### src/rtl/cpu_pkg.sv
// Shared types for the data-memory port arbiter: default widths, FSM states and grant codes.
package cpu_pkg;
  localparam int ADDR_W_DEF = 4;
  localparam int DATA_W_DEF = 16;

  typedef enum logic [1:0] {IDLE, ACCESS, DONE, GAP} arb_state_t;
  typedef enum logic [1:0] {G_NONE, G_RD0, G_RD1, G_WR} arb_grant_t;
endpackage

### src/rtl/dmem_port_arbiter_if.sv
// Data-memory side of the arbiter: strobe/done handshake with separate read and write address buses.
interface dmem_port_arbiter_if
  import cpu_pkg::*;
#(
  parameter int ADDR_W = ADDR_W_DEF,
  parameter int DATA_W = DATA_W_DEF
);
  logic              mem_in;
  logic [ADDR_W-1:0] mem_adr;
  logic [DATA_W-1:0] mem_rdata;
  logic              mem_we;
  logic [ADDR_W-1:0] mem_adr_w;
  logic [DATA_W-1:0] mem_wdata;
  logic              mem_done;

  modport master (
    output mem_in, mem_adr, mem_we, mem_adr_w, mem_wdata,
    input  mem_rdata, mem_done
  );

  modport slave (
    input  mem_in, mem_adr, mem_we, mem_adr_w, mem_wdata,
    output mem_rdata, mem_done
  );
endinterface

### src/rtl/dmem_arb_pick.sv
// Combinational grant selection: write wins, reads share by round robin (rr=0 favours rd0).
module dmem_arb_pick
  import cpu_pkg::*;
(
  input  logic       rd0_req,
  input  logic       rd1_req,
  input  logic       wr_req,
  input  logic       rr,
  output arb_grant_t grant
);
  always_comb begin
    grant = G_NONE;
    if (wr_req)                 grant = G_WR;
    else if (rd0_req && rd1_req) grant = rr ? G_RD1 : G_RD0;
    else if (rd0_req)           grant = G_RD0;
    else if (rd1_req)           grant = G_RD1;
  end
endmodule

### src/rtl/dmem_port_arbiter.sv
// Shares one strobe/done data-memory port between two operand reads and the writeback write.
// Every access runs IDLE -> ACCESS -> DONE -> GAP so the memory always sees two idle strobe cycles.
module dmem_port_arbiter
  import cpu_pkg::*;
#(
  parameter int ADDR_W  = ADDR_W_DEF,
  parameter int DATA_W  = DATA_W_DEF,
  parameter int TIMEOUT = 15
) (
  input  logic                 clk,
  input  logic                 rst_n,
  input  logic                 rd0_req,
  input  logic [ADDR_W-1:0]    rd0_adr,
  output logic [DATA_W-1:0]    rd0_data,
  output logic                 rd0_ack,
  input  logic                 rd1_req,
  input  logic [ADDR_W-1:0]    rd1_adr,
  output logic [DATA_W-1:0]    rd1_data,
  output logic                 rd1_ack,
  input  logic                 wr_req,
  input  logic [ADDR_W-1:0]    wr_adr,
  input  logic [DATA_W-1:0]    wr_data,
  output logic                 wr_ack,
  dmem_port_arbiter_if.master  mem,
  output logic                 busy,
  output logic                 err_timeout
);
  localparam int TW = (TIMEOUT > 1) ? $clog2(TIMEOUT) : 1;

  arb_state_t      state, state_nxt;
  arb_grant_t      grant, pick;
  logic            rr;
  logic [TW-1:0]   tcnt;
  logic            done_hit, tmo_hit;

  dmem_arb_pick u_pick (
    .rd0_req (rd0_req),
    .rd1_req (rd1_req),
    .wr_req  (wr_req),
    .rr      (rr),
    .grant   (pick)
  );

  assign busy = (state != IDLE);

  always_comb begin
    state_nxt = state;
    done_hit  = 1'b0;
    tmo_hit   = 1'b0;
    case (state)
      IDLE:   if (pick != G_NONE) state_nxt = ACCESS;
      ACCESS: begin
        if (mem.mem_done) begin
          done_hit  = 1'b1;
          state_nxt = DONE;
        end else if (TIMEOUT != 0 && tcnt == TW'(TIMEOUT - 1)) begin
          tmo_hit   = 1'b1;
          state_nxt = DONE;
        end
      end
      DONE:    state_nxt = GAP;
      GAP:     state_nxt = IDLE;
      default: state_nxt = IDLE;
    endcase
  end

  always_ff @(posedge clk or negedge rst_n) begin
    if (!rst_n) begin
      state         <= IDLE;
      grant         <= G_NONE;
      rr            <= 1'b0;
      tcnt          <= '0;
      mem.mem_in    <= 1'b0;
      mem.mem_we    <= 1'b0;
      mem.mem_adr   <= '0;
      mem.mem_adr_w <= '0;
      mem.mem_wdata <= '0;
      rd0_data      <= '0;
      rd1_data      <= '0;
      rd0_ack       <= 1'b0;
      rd1_ack       <= 1'b0;
      wr_ack        <= 1'b0;
      err_timeout   <= 1'b0;
    end else begin
      state       <= state_nxt;
      rd0_ack     <= 1'b0;
      rd1_ack     <= 1'b0;
      wr_ack      <= 1'b0;
      err_timeout <= 1'b0;
      tcnt        <= (state == ACCESS && state_nxt == ACCESS) ? tcnt + 1'b1 : '0;

      if (state == IDLE && pick != G_NONE) begin
        grant      <= pick;
        mem.mem_in <= (pick != G_WR);
        mem.mem_we <= (pick == G_WR);
        if (pick == G_WR) begin
          mem.mem_adr_w <= wr_adr;
          mem.mem_wdata <= wr_data;
        end else begin
          mem.mem_adr <= (pick == G_RD0) ? rd0_adr : rd1_adr;
        end
        // Point at the read port that did not just win; writes leave it alone.
        if (pick == G_RD0)      rr <= 1'b1;
        else if (pick == G_RD1) rr <= 1'b0;
      end

      if (done_hit || tmo_hit) begin
        mem.mem_in  <= 1'b0;
        mem.mem_we  <= 1'b0;
        rd0_ack     <= (grant == G_RD0);
        rd1_ack     <= (grant == G_RD1);
        wr_ack      <= (grant == G_WR);
        err_timeout <= tmo_hit;
        if (done_hit && grant == G_RD0) rd0_data <= mem.mem_rdata;
        if (done_hit && grant == G_RD1) rd1_data <= mem.mem_rdata;
      end
    end
  end
endmodule

### src/flat_wrapper.sv
// flat-port wrapper written by rule: the top's interface ports become plain ports
module dmem_port_arbiter_flat import cpu_pkg::*;
#(
  parameter int ADDR_W  = ADDR_W_DEF,
  parameter int DATA_W  = DATA_W_DEF,
  parameter int TIMEOUT = 15
)
  (clk, rst_n, rd0_req, rd0_adr, rd0_data, rd0_ack, rd1_req, rd1_adr, rd1_data, rd1_ack, wr_req, wr_adr, wr_data, wr_ack, busy, err_timeout, mem_mem_in, mem_mem_adr, mem_mem_we, mem_mem_adr_w, mem_mem_wdata, mem_mem_rdata, mem_mem_done);
  dmem_port_arbiter_if #(.ADDR_W(ADDR_W), .DATA_W(DATA_W)) mem_i ();
  input  logic clk;
  input  logic rst_n;
  input  logic rd0_req;
  input  logic [ADDR_W-1:0] rd0_adr;
  output logic [DATA_W-1:0] rd0_data;
  output logic rd0_ack;
  input  logic rd1_req;
  input  logic [ADDR_W-1:0] rd1_adr;
  output logic [DATA_W-1:0] rd1_data;
  output logic rd1_ack;
  input  logic wr_req;
  input  logic [ADDR_W-1:0] wr_adr;
  input  logic [DATA_W-1:0] wr_data;
  output logic wr_ack;
  output logic busy;
  output logic err_timeout;
  output wire logic [$bits(mem_i.mem_in)-1:0] mem_mem_in;
  output wire logic [$bits(mem_i.mem_adr)-1:0] mem_mem_adr;
  output wire logic [$bits(mem_i.mem_we)-1:0] mem_mem_we;
  output wire logic [$bits(mem_i.mem_adr_w)-1:0] mem_mem_adr_w;
  output wire logic [$bits(mem_i.mem_wdata)-1:0] mem_mem_wdata;
  input wire logic [$bits(mem_i.mem_rdata)-1:0] mem_mem_rdata;
  input wire logic [$bits(mem_i.mem_done)-1:0] mem_mem_done;
  assign mem_mem_in = mem_i.mem_in;
  assign mem_mem_adr = mem_i.mem_adr;
  assign mem_mem_we = mem_i.mem_we;
  assign mem_mem_adr_w = mem_i.mem_adr_w;
  assign mem_mem_wdata = mem_i.mem_wdata;
  assign mem_i.mem_rdata = mem_mem_rdata;
  assign mem_i.mem_done = mem_mem_done;
  dmem_port_arbiter #(.ADDR_W(ADDR_W), .DATA_W(DATA_W), .TIMEOUT(TIMEOUT)) u_core (.clk(clk), .rst_n(rst_n), .rd0_req(rd0_req), .rd0_adr(rd0_adr), .rd0_data(rd0_data), .rd0_ack(rd0_ack), .rd1_req(rd1_req), .rd1_adr(rd1_adr), .rd1_data(rd1_data), .rd1_ack(rd1_ack), .wr_req(wr_req), .wr_adr(wr_adr), .wr_data(wr_data), .wr_ack(wr_ack), .mem(mem_i), .busy(busy), .err_timeout(err_timeout));
endmodule
### config.mk
export PLATFORM = sky130hd
export DESIGN_NAME = dmem_port_arbiter_flat
export DESIGN_NICKNAME = d
export VERILOG_FILES = /design/src/rtl/cpu_pkg.sv /design/src/rtl/dmem_port_arbiter_if.sv /design/src/rtl/dmem_arb_pick.sv /design/src/rtl/dmem_port_arbiter.sv /design/src/flat_wrapper.sv
export SDC_FILE = /design/constraint.sdc
export NUM_CORES = 1
export LEC_CHECK = 0
export BUFFER_PORTS_ARGS = -buffer_cell sky130_fd_sc_hd__buf_2
export CAP_MARGIN = 40
export CELL_PAD_IN_SITES_DETAIL_PLACEMENT = 1
export CELL_PAD_IN_SITES_GLOBAL_PLACEMENT = 1
export CORE_MARGIN = 1
export CORE_UTILIZATION = 43
export CTS_BUF_LIST = sky130_fd_sc_hd__clkbuf_2 sky130_fd_sc_hd__clkbuf_4 sky130_fd_sc_hd__clkbuf_8
export DETAILED_ROUTE_END_ITERATION = 16
export PLACE_DENSITY = 0.95
export SLEW_MARGIN = 20
export SYNTH_ARGS = -nofsm -noshare
export SYNTH_HDL_FRONTEND = slang
export SYNTH_HIERARCHICAL = 1
export SYNTH_SLANG_ARGS = --single-unit
### constraint.sdc
create_clock -name clk -period 4.7 [get_ports clk]
set_clock_uncertainty 0.05 [all_clocks]
set_input_delay 0.94 -clock clk [delete_from_list [all_inputs] [get_ports clk]]
set_output_delay 0.94 -clock clk [all_outputs]
set_load 0.01 [all_outputs]
* Yosys cells after proc, flatten, opt, wreduce, memory -nomap -nowiden
Index checks and enable logic that the tools add are counted.
W data, S select, Z words.
** Cells by class
- Add/sub/neg operators :: 1
- Equal/unequal tests :: 12
- Mux-type cells :: 26
- Bitwise logic cells :: 1
- Reduce and logical (&&, ||, !) cells :: 16
** Operator list (number)
- $mux W2 :: 8
- $mux W1 :: 15
- $eq A2 B2 Y1 const B :: 6
- $reduce_and A2 Y1 :: 5
- $eq A2 B1 Y1 const B :: 4
- $mux W4 :: 2
- $pmux W2 S4 :: 1
- $reduce_bool A2 Y1 :: 4
- $logic_and A1 B1 Y1 :: 5
- $add A4 B1 Y4 const B :: 1
- $eq A4 B4 Y1 const B :: 1
- $logic_not A2 Y1 :: 1
- $ne A2 B2 Y1 const B :: 1
- $logic_or A1 B1 Y1 :: 1
- $not A1 Y1 :: 1
** Storage, ports and cells
- Flip-flop bits (word level) :: 71
- Output and inout bits :: 63

* Longest topological paths before layout
Gate-level depths: netlist of the first run.
- Depth after elaboration :: 10
- Depth in mapped cells :: 8
- Mapped depth without buffers :: 7

* By module
Netlist of the first run, hierarchy kept.
** Modules (own cells, without submodules)
- dmem_port_arbiter :: instances 1, cells an instance 190, area an instance 2944.1 um2, seq. area each 1776.7 um2
- dmem_arb_pick :: instances 1, cells an instance 4, area an instance 25.0 um2, seq. area each 0.0 um2

* Worst setup path before layout of the first run
No wires, ideal clock.
- Path kind :: input-to-reg
- Start :: input port rd1_req
- End :: register u_core.mem.mem_adr_w[3]
- Arrival time :: 2.248 ns
- Required time :: 4.525 ns
- Setup slack :: 2.277 ns
- Stages :: 7
- Path buffers :: 1
- Cell sequence :: nand2_1 a21o_1 inv_1 ha_1 nor4b_4 buf_6 mux2_2
** RTL lines
- start, declared :: line flat_wrapper.sv:16 : input logic rd1_req;
- $logic_and A1 B1 Y1 * :: line dmem_arb_pick.sv:14 : else if (rd0_req && rd1_req) grant = rr ? G_RD1 : G_RD0;
- $mux W2 * :: line dmem_arb_pick.sv:14
- $mux W2 * :: line dmem_arb_pick.sv:13 : if (wr_req) grant = G_WR;
- named net u_core.pick[0] :: line dmem_port_arbiter.sv:31 : arb_grant_t grant, pick;
- $reduce_bool A2 Y1 :: line dmem_port_arbiter.sv:92 : if (state == IDLE && pick != G_NONE) begin
- $logic_and A1 B1 Y1 :: line dmem_port_arbiter.sv:92
- $reduce_and A2 Y1 (no line) *
- end signal, assigned :: line dmem_port_arbiter.sv:97 : mem.mem_adr_w <= wr_adr;
- end, declared :: line dmem_port_arbiter_if.sv:17 : output mem_in, mem_adr, mem_we, mem_adr_w, mem_wdata,
The timed path passes the listed nets; every way through them passes the cells marked *.
A chain may end at the register's enable or synchronous reset.

* Worst setup path after layout of the first run
- Start :: input port rd1_req
- End :: register u_core.mem.mem_wdata[8]
** RTL lines
- $logic_and A1 B1 Y1 * :: line dmem_arb_pick.sv:14
- $mux W2 * :: line dmem_arb_pick.sv:14
- $mux W2 * :: line dmem_arb_pick.sv:13
- named net u_core.pick[0] :: line dmem_port_arbiter.sv:31
- $reduce_bool A2 Y1 :: line dmem_port_arbiter.sv:92
- $logic_and A1 B1 Y1 :: line dmem_port_arbiter.sv:92
- $reduce_and A2 Y1 (no line) *
- end signal, assigned :: line dmem_port_arbiter.sv:98 : mem.mem_wdata <= wr_data;
- end, declared :: line dmem_port_arbiter_if.sv:17
Marked as above.

==> metrics list, run 1 <==
- Run status: finished, final reports clean
- The count of pins over their slew limit was 0.
- In this run the deepest clock path goes through 2 buffers.
- The worst setup path is of the in2reg kind.
* Largest family of logic cells by synthesized area: multiplexers
- TritonCTS built the clock tree.
* Worst Path Max Fanout: 11
- Top FF cell, synth: dfrtp_1
* Slowest CP cell: nor4b_4
- The mapped netlist covers 2970 um2.
* Routability-driven placement congestion ratio: 0.730
- Combinational logic is responsible for 38.7% of the overall power.
- Sequential cells burn 40.9% of the power.
* Synth Area in Adders: 2.11%
- Summed over all nets, the switching power comes to 859 uW.
- Die width: 85.1 um
- In this run the cell area measured after placement is 3600 um2.
- Using the TritonRoute via totals, the vias-per-cell ratio works out to 4.94.
- Dominant cell type by area after synthesis: dfrtp_1
- For this block, the initial DRC count from the detailed router was 45.
- The number of antenna violations at the first check in global routing came to 0.
- The path class of the tightest hold or removal check is in2async.
* Crit start category: input port
- Standby leakage power: 0.00194 uW
- Overall track demand over capacity in global routing: 20.0%
- After routing, the total negative slack on setup checks comes to 0 ps.
- Number of input and output port buffers inserted: 112
- 113 I/O pins were placed.
- DRC Markers: 0
* Share of the synthesized area in compound gates (AO/OA/AOI/OAI): 2.28%
- Synthesized-area fraction occupied by xor and xnor cells: 0.590%
- The die covers 7240 um2.
* Ratio of final minimum period to clock period: 58.6%
- After clock tree synthesis, the clock-pin slew on the worst setup and hold paths is 80 ps.
- Transition time of the tightest slew-check pin: 710 ps
* Peak supply drop: 308 uV
- The routed layout has 1958 vias.
- Post-route standard cell area excluding fillers: 3840 um2
- Buffers inserted to repair hold after CTS numbered 0.
- Walking the worst path, the cells encountered are buf_2 > nand2_1 > a21o_1 > inv_1 > ha_1 > nor4b_4 > buf_4 > mux2_2.
- Number of sinks handled by clock tree synthesis: 71
* Slew margin rel.: 52.4%
- Area of the multi-input gates: 1120 um2
* Wire length of the first global-routing pass: 10800 um
- Buffers inserted by post-CTS timing repair: 0
- Clock latency of the later-clocked register in the worst-skew pair: 340 ps
- Minimum period implied by the final worst setup slack: 2760 ps
* Largest net degree at the start of global routing: 33
* Syn-to-layout area delta: 29.5%
- Number of antenna-violating nets in the routed design: 0
- The final layout contains 369 nets.
- Die height: 85.1 um
- Net Sw Frac: 33.0%
* Number of placement rows: 29
- Average detailed-routed wire length per instance: 16.9 um
- For this design the ratio of total power to cell area is 678 nW/um2.
* Number of flops mapped to enable cells by yosys: 0
* Cell-internal power: 1750 uW
- Required time of the worst setup path: 4870 ps
- The cell count after synthesis came out at 194.
* Arrival time at the worst endpoint: 2930 ps
- Number of buffers added by the clock tree synthesis step: 9
- Derived from the worst setup path, the maximum achievable clock frequency is 363 MHz.
- For this run, the number of Yosys warnings is 6.
- Effective utilization at floorplan: 45.7%
- For this run, the slowest stage of the critical path takes 640 ps.
- The number of nets handed over by synthesis was 249.
- RSZ-0062 raised after global routing: no
- The layout has 663 filler cells.
- Level count of the clock H-tree: 3
- The final-report hold violation count was 0.
- Final setup vio count: 0
- Simple-gate share of the synthesized area: 8.64%
- Register area share after synthesis: 59.8%
- The repair_antennas step left the layout with diodes totalling 0.
* Root buffer cell: clkbuf_8
- Ranked by total cell area, the synthesized netlist is headed by dfrtp_1 60%, mux2_2 13%, mux2_4 10%.
- Across the run, the number of max-cap violations was 0.
* Multiplexer share of the synthesized area: 24.0%
- Length of the first detailed-routing pass in iterations: 4
- Synthesis inferred 71 register bits.
- Mapped Avg Cell Area: 15.3 um2
- The number of global-route vias before repair came to 2094.
- The total area inside the core boundary comes to 6490 um2.
* Routed Wire Length: 6690 um
* Top cell type's share of synthesized area: 59.8%
- For this run, asynchronously set or reset flops after synthesis account for 100%.
* Power share of the clock group: 20.5%
- Leading cell types in the layout, fill and taps excluded: 112 x buf_2, 71 x dfrtp_1, 33 x mux2_2
* Grt total ovfl: 0
- Share of layout cells above drive strength 1: 60.8%
- Post-cts repair resize count: 0
- Placed wire-length estimate: 4960 um
- Area occupied by registers: 1780 um2
- Kind of end point of the critical path: flop
- In this run, distinct cell masters in the synthesized netlist total 34.
- Leaving out fill and tap cells, the most frequent cell in the layout is buf_2.
## power groups by stage
stage | Clock [uW] | Combinational, uW | Sequential [uW]
floorplan | 0 | 521 | 1160
global placement | 0 | 967 | 1050
detailed placement | 0 | 1010 | 1080
CTS | 552 | 1020 | 1070
global route | 576 | 1090 | 1110
finish | 533 | 1010 | 1060
## cell usage after synthesis, types with 2 or more instances
cell type and number:
a21o_1 2, a21oi_1 6, and3_1 2, buf_6 2, buf_8 2, dfrtp_1 71, ha_1 5, inv_1 3
mux2_2 33, mux2_4 20, mux2i_1 4, nand2_1 5, nand3_1 3, nor2_1 12, nor2_4 2, o21ai_0 3
or2b_4 2
## area by class of cell
class / count / area share, %
flip-flops and latches: 71 / 46.2
multi-input cells: 113 / 29.0
repair buffers: 116 / 16.2
clock buffers: 10 / 3.58
well taps: 77 / 2.51
clock inverters: 6 / 2.18
inverters: 3 / 0.293
## metal layers
metal / up-vias / part of all wire (%) / track usage [%]
met2: 73 / 52 / 34.1
met3: 4 / 6.2 / 6.91
met5: - / 0 / 0
met1: 970 / 41 / 24.3
li1: 911 / - / -
met4: 0 / 0.69 / 5.55
## cells by family after synthesis
family / count (synthesis)
buffers and inverters: 10
xor gates and xnor gates: 2
and+or+nand+nor: 37
DFF: 71
adders and majority gates: 5
AOI/OAI and AO/OA: 12
muxes: 57
## registers in the layout, indices dropped and copies added (netlist names)
name and cells:
u_core/mem.mem_wdata 16, u_core/rd0_data 16, u_core/rd1_data 16, u_core/mem.mem_adr 4, u_core/mem.mem_adr_w 4, u_core/tcnt 4, u_core/grant 2, u_core/state 2
u_core/err_timeout 1, u_core/mem.mem_in 1, u_core/mem.mem_we 1, u_core/rd0_ack 1, u_core/rd1_ack 1, u_core/rr 1, u_core/wr_ack 1
## metrics by stage
stage,hold slack (ps),std cells,setup WS (ps),util [%],power (uW)
4_1_cts,446,395,1930,58.9,2640
2_1_floorplan,404,194,2280,-,1690
5_1_grt,391,396,1830,59.2,2780
3_5_place_dp,438,379,1560,55.5,2090
6_report,404,396,1940,59.2,2610
3_3_place_gp,424,378,1640,55.1,2020
## critical path: cells and delay by family
family	cells	cell delay [ps]
mux	1	360
fa+ha+maj	1	280
buf+inv	3	490
simple gates	2	700
compound gates	1	150
## path summary, 6_finish.rpt
check | from | slack [ps] | end | cells after the start
hold reg to reg | u_core/tcnt[0] | 440 | u_core/tcnt[0] | 1
min in group clk | u_core/tcnt[0] | 440 | u_core/tcnt[0] | 1
max in group asynchronous | rst_n | 3270 | u_core/mem.mem_adr_w[1] | 4
setup / recovery | rd1_req | 1940 | u_core/mem.mem_wdata[8] | 8
setup reg to reg | u_core/rr | 2250 | u_core/mem.mem_wdata[8] | 7
hold / removal | rst_n | 400 | u_core/mem.mem_adr[3] | 1
No activity file was read; power rests on OpenSTA's default activity.
==> run 2: changes to the inputs <==
CORE_UTILIZATION = 36   (was 43)
PLACE_DENSITY = 0.87   (was 0.95)
clock period = 2.44 ns   (was 4.7 ns; I/O delays follow)
==> metrics list, run 2 (synthesis gave the netlist of run 1 again) <==
- Ratio of final minimum period to clock period: 81.0%
- CP endpoint: u_core/mem.mem_wdata[14]
- Number of buffers added by the clock tree synthesis step: 9
- Leaving out fill and tap cells, the most frequent cell in the layout is buf_2.
* Crit start category: flop
- Measured along the y axis, the die boundary spans 92.8 um.
- Total cell area at the placement stage: 3630 um2
* Worst hold-check path type: in2async
- Hold buffers post-CTS: 0
* Area occupied by registers: 1780 um2
- The first detailed-routing pass took 2 iterations.
- Biggest registers after layout: u_core/mem.mem_wdata (16), u_core/rd0_data (16), u_core/rd1_data (16)
- Reg-to-reg startpoint: u_core/rr
- Die width: 92.8 um
- The clock tree synthesis step divided the H-tree into 3 levels.
- For the worst-skew pair, the clock arrives at the later sink with an insertion delay of 350 ps.
- Grouping stages by cell kind, the critical path spends the most delay in flip-flops.
* Syn-to-layout area delta: 28.0%
- After clock tree synthesis, the setup repair step added 0 buffers.
* Number of placement rows: 32
* Final number of hold-violating endpoints: 0
- Clock-pin slew of the registers on the worst-case setup and hold paths: 80 ps
- In the final layout, the share of cells above drive strength 1 is 60.6%.
* Count of placed standard cells including taps: 403
- TritonCTS built the clock tree.
- For the pin with the worst max-slew slack, the measured transition is 630 ps.
* Run status: finished, final reports clean
- The setup path with the least slack is of type reg2reg.
- Peak supply drop: 596 uV
* Required time of the worst setup path: 2620 ps
* Minimum period implied by the final worst setup slack: 1980 ps
- The routed design has 6620 um of wire.
- For this run, the slowest stage of the critical path takes 400 ps.
- The filler cells instantiated in the layout total 842.
* Net count reported at finish: 367
- After legalization and detailed placement, the total HPWL measured 4790 um.
- The cell sitting at the root of the clock tree is a clkbuf_8.
- Worst path cell trace: nand2_1 > a21o_1 > inv_1 > ha_1 > nor4b_4 > buf_12 > mux2_2
* Setup TNS Final: 0 ps
- Final setup vio count: 0
* Count of pins on the block boundary: 113
- In this run the worst path has a maximum fanout of 21.
- Avg Vias per Cell: 4.74
- The clock passes through at most 2 buffers.
- Average detailed-routed wire length per instance: 15.8 um
* Wire length of the first global-routing pass: 10600 um
* Overall track demand over capacity in global routing: 16.3%
* Bufs and invs on worst path: 2
- Floorplan die area: 8610 um2
- Number of input and output port buffers inserted: 112
- Arrival time at the worst endpoint: 2160 ps
* Via count of the first global-routing pass: 2140
- In this run the static leakage power is 0.00189 uW.
- Effective utilization at floorplan: 37.8%
- The finished layout holds 419 standard cells, fillers aside.
- For the worst flop-to-flop path, the logic depth is 7.
- The floorplan step defined a core boundary enclosing 7850 um2.
- Setup slack on the worst reg-to-reg path comes out at 460 ps.
* Number of antenna violations at the first check in global routing: 0
- Entering global routing, the biggest net connects 72 pins.
- Detailed routing inserted a total of 1988 vias.
* CP Launch Point: u_core/rr
* Slew margin rel.: 57.9%
- After detailed routing, the number of remaining DRC violations is 0.
* Power density over the cells: 1260 nW/um2
- In this run the remaining antenna-violating nets after routing total 0.
* Post-route standard cell area excluding fillers: 3800 um2
- In the final layout, the multi-input gates occupy 1120 um2.
- Post-cts repair resize count: 0
- Setup repair after global routing left no endpoint under its margin.
* Max capacitance violation total: 0
* Number of antenna repair diodes: 0
- Number of violations reported at the end of detailed-routing iteration 0: 31
* Routability-driven placement congestion ratio: 0.647
* Slowest CP cell: dfrtp_1
- The count of pins over their slew limit was 0.
- The worst register-to-register path ends at u_core/mem.mem_wdata[14].
- Kind of end point of the critical path: flop
* Grt total ovfl: 0
- Static timing analysis puts the maximum clock frequency at 506 MHz.
- Counting buffers and inverters, the worst setup path is 7 cells deep.
- The clock net in this run drives a total of 71 sinks.
- In the layout the commonest cells are 112 x buf_2, 71 x dfrtp_1, 33 x mux2_2.
## run 2: cell count changes in the layout (fill, tap and decap cells not counted), sizes merged
cell,delta
bufinv,-2
clkinv,-1
buf,-2
clkinvlp,+3
## run 2: layout make-up
class                      count  area share [%]
tap                          102            3.36
clock buffer                  10            3.46
clock inverter                 6           0.987
inverter                       3           0.296
sequential                    71            46.7
multi-input combinational    113            29.4
timing repair buffer         114            15.8
## run 2: worst min path at each step
| stage | from | endpoint | slack, ps | depth (start not counted) |
|---|---|---|---|---|
| 6_report | rst_n | u_core/rd1_data[2] | 110 | 2 |
| 5_1_grt | rst_n | u_core/rd1_data[3] | 120 | 2 |
| 4_1_cts | rst_n | u_core/rd1_data[2] | 110 | 2 |
| 3_5_place_dp | u_core/rd0_data[12] | u_core/rd0_data[12] | 440 | 1 |
| 3_3_place_gp | u_core/tcnt[0] | u_core/tcnt[0] | 420 | 1 |
| 2_1_floorplan | rst_n | u_core/err_timeout | 140 | 0 |
## run 2: where the power goes
part / internal [uW] / leakage [uW] / switching, uW / total (uW)
clock network: 374 / 0.0000815 / 450 / 824
logic: 1050 / 0.000947 / 883 / 1930
registers: 1720 / 0.000865 / 332 / 2050
## run 2: routing by layer
| layer | share of wire (%) | vias to the layer above | GRT usage [%] |
|---|---|---|---|
| met5 | 0 | - | 0 |
| met4 | 1.8 | 0 | 6.92 |
| met3 | 8.2 | 10 | 6.16 |
| met2 | 48 | 88 | 26.2 |
| met1 | 42 | 986 | 19.5 |
| li1 | - | 904 | - |
## run 2: through the flow
step / hold WS (ps) / worst slack (ps) / utilization (%) / power (uW)
final: 108 / 463 / 48.4 / 4810
after floorplan: 142 / 469 / - / 3250
after global routing: 118 / 346 / 48.4 / 5130
after global placement: 422 / 296 / 46.3 / 3910
after CTS: 109 / 436 / 48.4 / 4900
after detailed placement: 438 / 235 / 46.3 / 4040
==> run 3: changes to the inputs <==
CORE_UTILIZATION = 40   (was 36)
PLACE_DENSITY = 0.91   (was 0.87)
clock period = 2 ns   (was 2.44 ns; I/O delays follow)
==> metrics list, run 3 (synthesis gave the netlist of run 1 again) <==
- The number of buffers and inverters on the critical path is 2.
- The setup check on the worst reg-to-reg path leaves a slack of 50 ps.
- The number of antenna diodes in the final layout is 0.
- Routed Wire Length: 7280 um
- For this design the static power due to leakage is 0.00199 uW.
- The flow ran to the end, and the final reports show no timing, DRC or antenna violations.
- Total via count in the routed design: 2045
* Wire length of the first global-routing pass: 11100 um
- STA classifies the critical path endpoint as a flop.
* CP max stage delay: 380 ps
* Relative contribution of combinational cells to total power: 40.2%
- The post-route netlist has 63.7% of its cells at a drive strength greater than 1.
* Transition time of the tightest slew-check pin: 410 ps
* Hold buffers post-CTS: 0
* Slowest CP cell: dfrtp_1
* Biggest registers after layout: u_core/mem.mem_wdata (16), u_core/rd0_data (16), u_core/rd1_data (16)
- The number of cells on the worst reg-to-reg path is 7.
- RSZ-0062 raised after global routing: yes
- TritonCTS built the clock tree.
- The share of total power dissipated in the clock network is 19.8%.
- Fmax: 514 MHz
* Count of pins on the block boundary: 113
* Worst Path Max Fanout: 11
- The die is 88.2 um tall.
- Entering global routing, the biggest net connects 72 pins.
* Number of buffers added by the clock tree synthesis step: 9
- Peak supply drop: 561 uV
- Crit path depth: 7
* Routability-driven placement congestion ratio: 0.698
* Core Region: 7210 um2
- Summed over all nets, the half-perimeter wirelength after detailed placement is 5400 um.
* Number of placement rows: 31
- Length of the first detailed-routing pass in iterations: 4
* Number of violations reported at the end of detailed-routing iteration 0: 53
- Ratio of final minimum period to clock period: 97.4%
- Final setup vio count: 0
- CP top delay family: simple AND/OR/NAND/NOR gates
- Via count of the first global-routing pass: 2224
- After detailed routing, the number of vias per cell comes to 4.79.
- In this run switching power makes up 32.9% of total power.
- The area growth from synthesis to layout is 33.9%.
* Root buffer cell: clkbuf_8
* CP Class: reg2reg
* Overall track demand over capacity in global routing: 19.3%
- Sequential fraction of design power: 40.0%
- The design draws 6270 uW.
* Power density over the cells: 1580 nW/um2
- Grt total ovfl: 0
* Arrival time at the worst endpoint: 2100 ps
* Clock latency of the later-clocked register in the worst-skew pair: 330 ps
- Dividing the detail-routed wire length by the instance count gives 17.0 um.
- CTS built an H-tree with a depth of 3.
- The initial utilization of the core area, before any placement, comes to 41.2%.
- STA classifies the critical path startpoint as a flop.
- The count of pins over their slew limit came to 0.
- Cell-internal power: 4210 uW
- The clock passes through at most 2 buffers.
* Leading cell type in the layout, fill and taps excluded: buf_2
- The final-report hold violation count is 0.
- The clock net in this run drives a total of 71 sinks.
- The number of antenna violations at the first check in global routing was 0.
- Worst Hold Slack: 33.7 ps
* Net count reported at finish: 378
- The library cells used most frequently in the layout, excluding fill and tap cells, are 112 x buf_2, 71 x dfrtp_1, 32 x mux2_2.
- Number of antenna-violating nets in the routed design: 0
- In this run the power spent charging and discharging nets is 2060 uW.
- The signal on the critical path passes through nand2b_1 > a21o_1 > inv_2 > ha_4 > nor4b_4 > buf_4 > mux2_2.
* DRC Markers: 0
- The clock period could shrink to 1950 ps.
- Die width: 88.2 um
- Max capacitance violation total: 0
- Headroom to the max-slew limit came out at 72.4%.
- Clock-pin slew of the registers on the worst-case setup and hold paths: 80 ps
- Required time of the worst setup path: 2160 ps
- The die covers 7770 um2.
- Number of input and output port buffers inserted: 112
- The min-delay analysis places its worst path in the category in2async.
## run 3: cell types whose count changed in the layout (fill, tap and decap cells not counted), moves of 2 or more
cell and change:
buf_4 +8, buf_6 +2, bufinv_16 +2, clkbuf_4 +2, clkinvlp_4 -3, ha_1 -2, inv_1 -2, inv_2 +2
## run 3: routing by layer
layer  GRT usage [%]  vias to the layer above  share of wire [%]
met5               0                        -                  0
met4            5.43                        0               0.95
met3            6.31                        7                5.7
met2            36.3                       70                 55
met1            20.7                     1041                 38
li1                -                      927                  -
## run 3: final timing paths
kind	startpoint	end
worst max-delay path	u_core/rr	u_core/mem.mem_wdata[2]
worst min-delay path	rst_n	u_core/rd0_data[3]
worst max register to register	u_core/rr	u_core/mem.mem_wdata[2]
worst min register to register	u_core/tcnt[0]	u_core/tcnt[0]
max in group asynchronous	rst_n	u_core/rd1_data[10]
min in group clk	wr_data[1]	u_core/mem.mem_wdata[1]
## run 3: cell type report
type | count | area [um2]
clock buffer | 12 | 146
sequential | 71 | 1780
fill | 770 | 3240
inverter | 3 | 11.3
clock inverter | 4 | 70.1
multi-input combinational | 113 | 1140
timing repair buffer | 125 | 703
tap | 99 | 124
## run 3: power groups by stage
stage,logic (uW),registers (uW),clock network [uW]
4_1_cts,2480,2510,1280
3_5_place_dp,2440,2540,0
3_3_place_gp,2330,2470,0
5_1_grt,2740,2590,1340
6_report,2520,2510,1240
2_1_floorplan,1220,2740,0
## run 3: metrics by stage
| step | setup TNS, ps | worst slack (ps) | cells | cell area (um2) | util, % |
|---|---|---|---|---|---|
| 2_1_floorplan | 0 | 117 | 194 | 2970 | - |
| 3_3_place_gp | 0 | 18.6 | 406 | 3690 | 51.1 |
| 3_5_place_dp | -1090 | -59.0 | 406 | 3690 | 51.1 |
| 4_1_cts | 0 | 35.9 | 422 | 3900 | 54.1 |
| 5_1_grt | -788 | -69.6 | 427 | 3980 | 55.1 |
| 6_report | 0 | 52.6 | 427 | 3980 | 55.1 |
## run 3: what timing repair did
| item | CTS | global route |
|---|---|---|
| endpoints found under the setup margin | 0 | 24 |
| gates resized for setup | 0 | 12 |
| setup buffers | 0 | 4 |
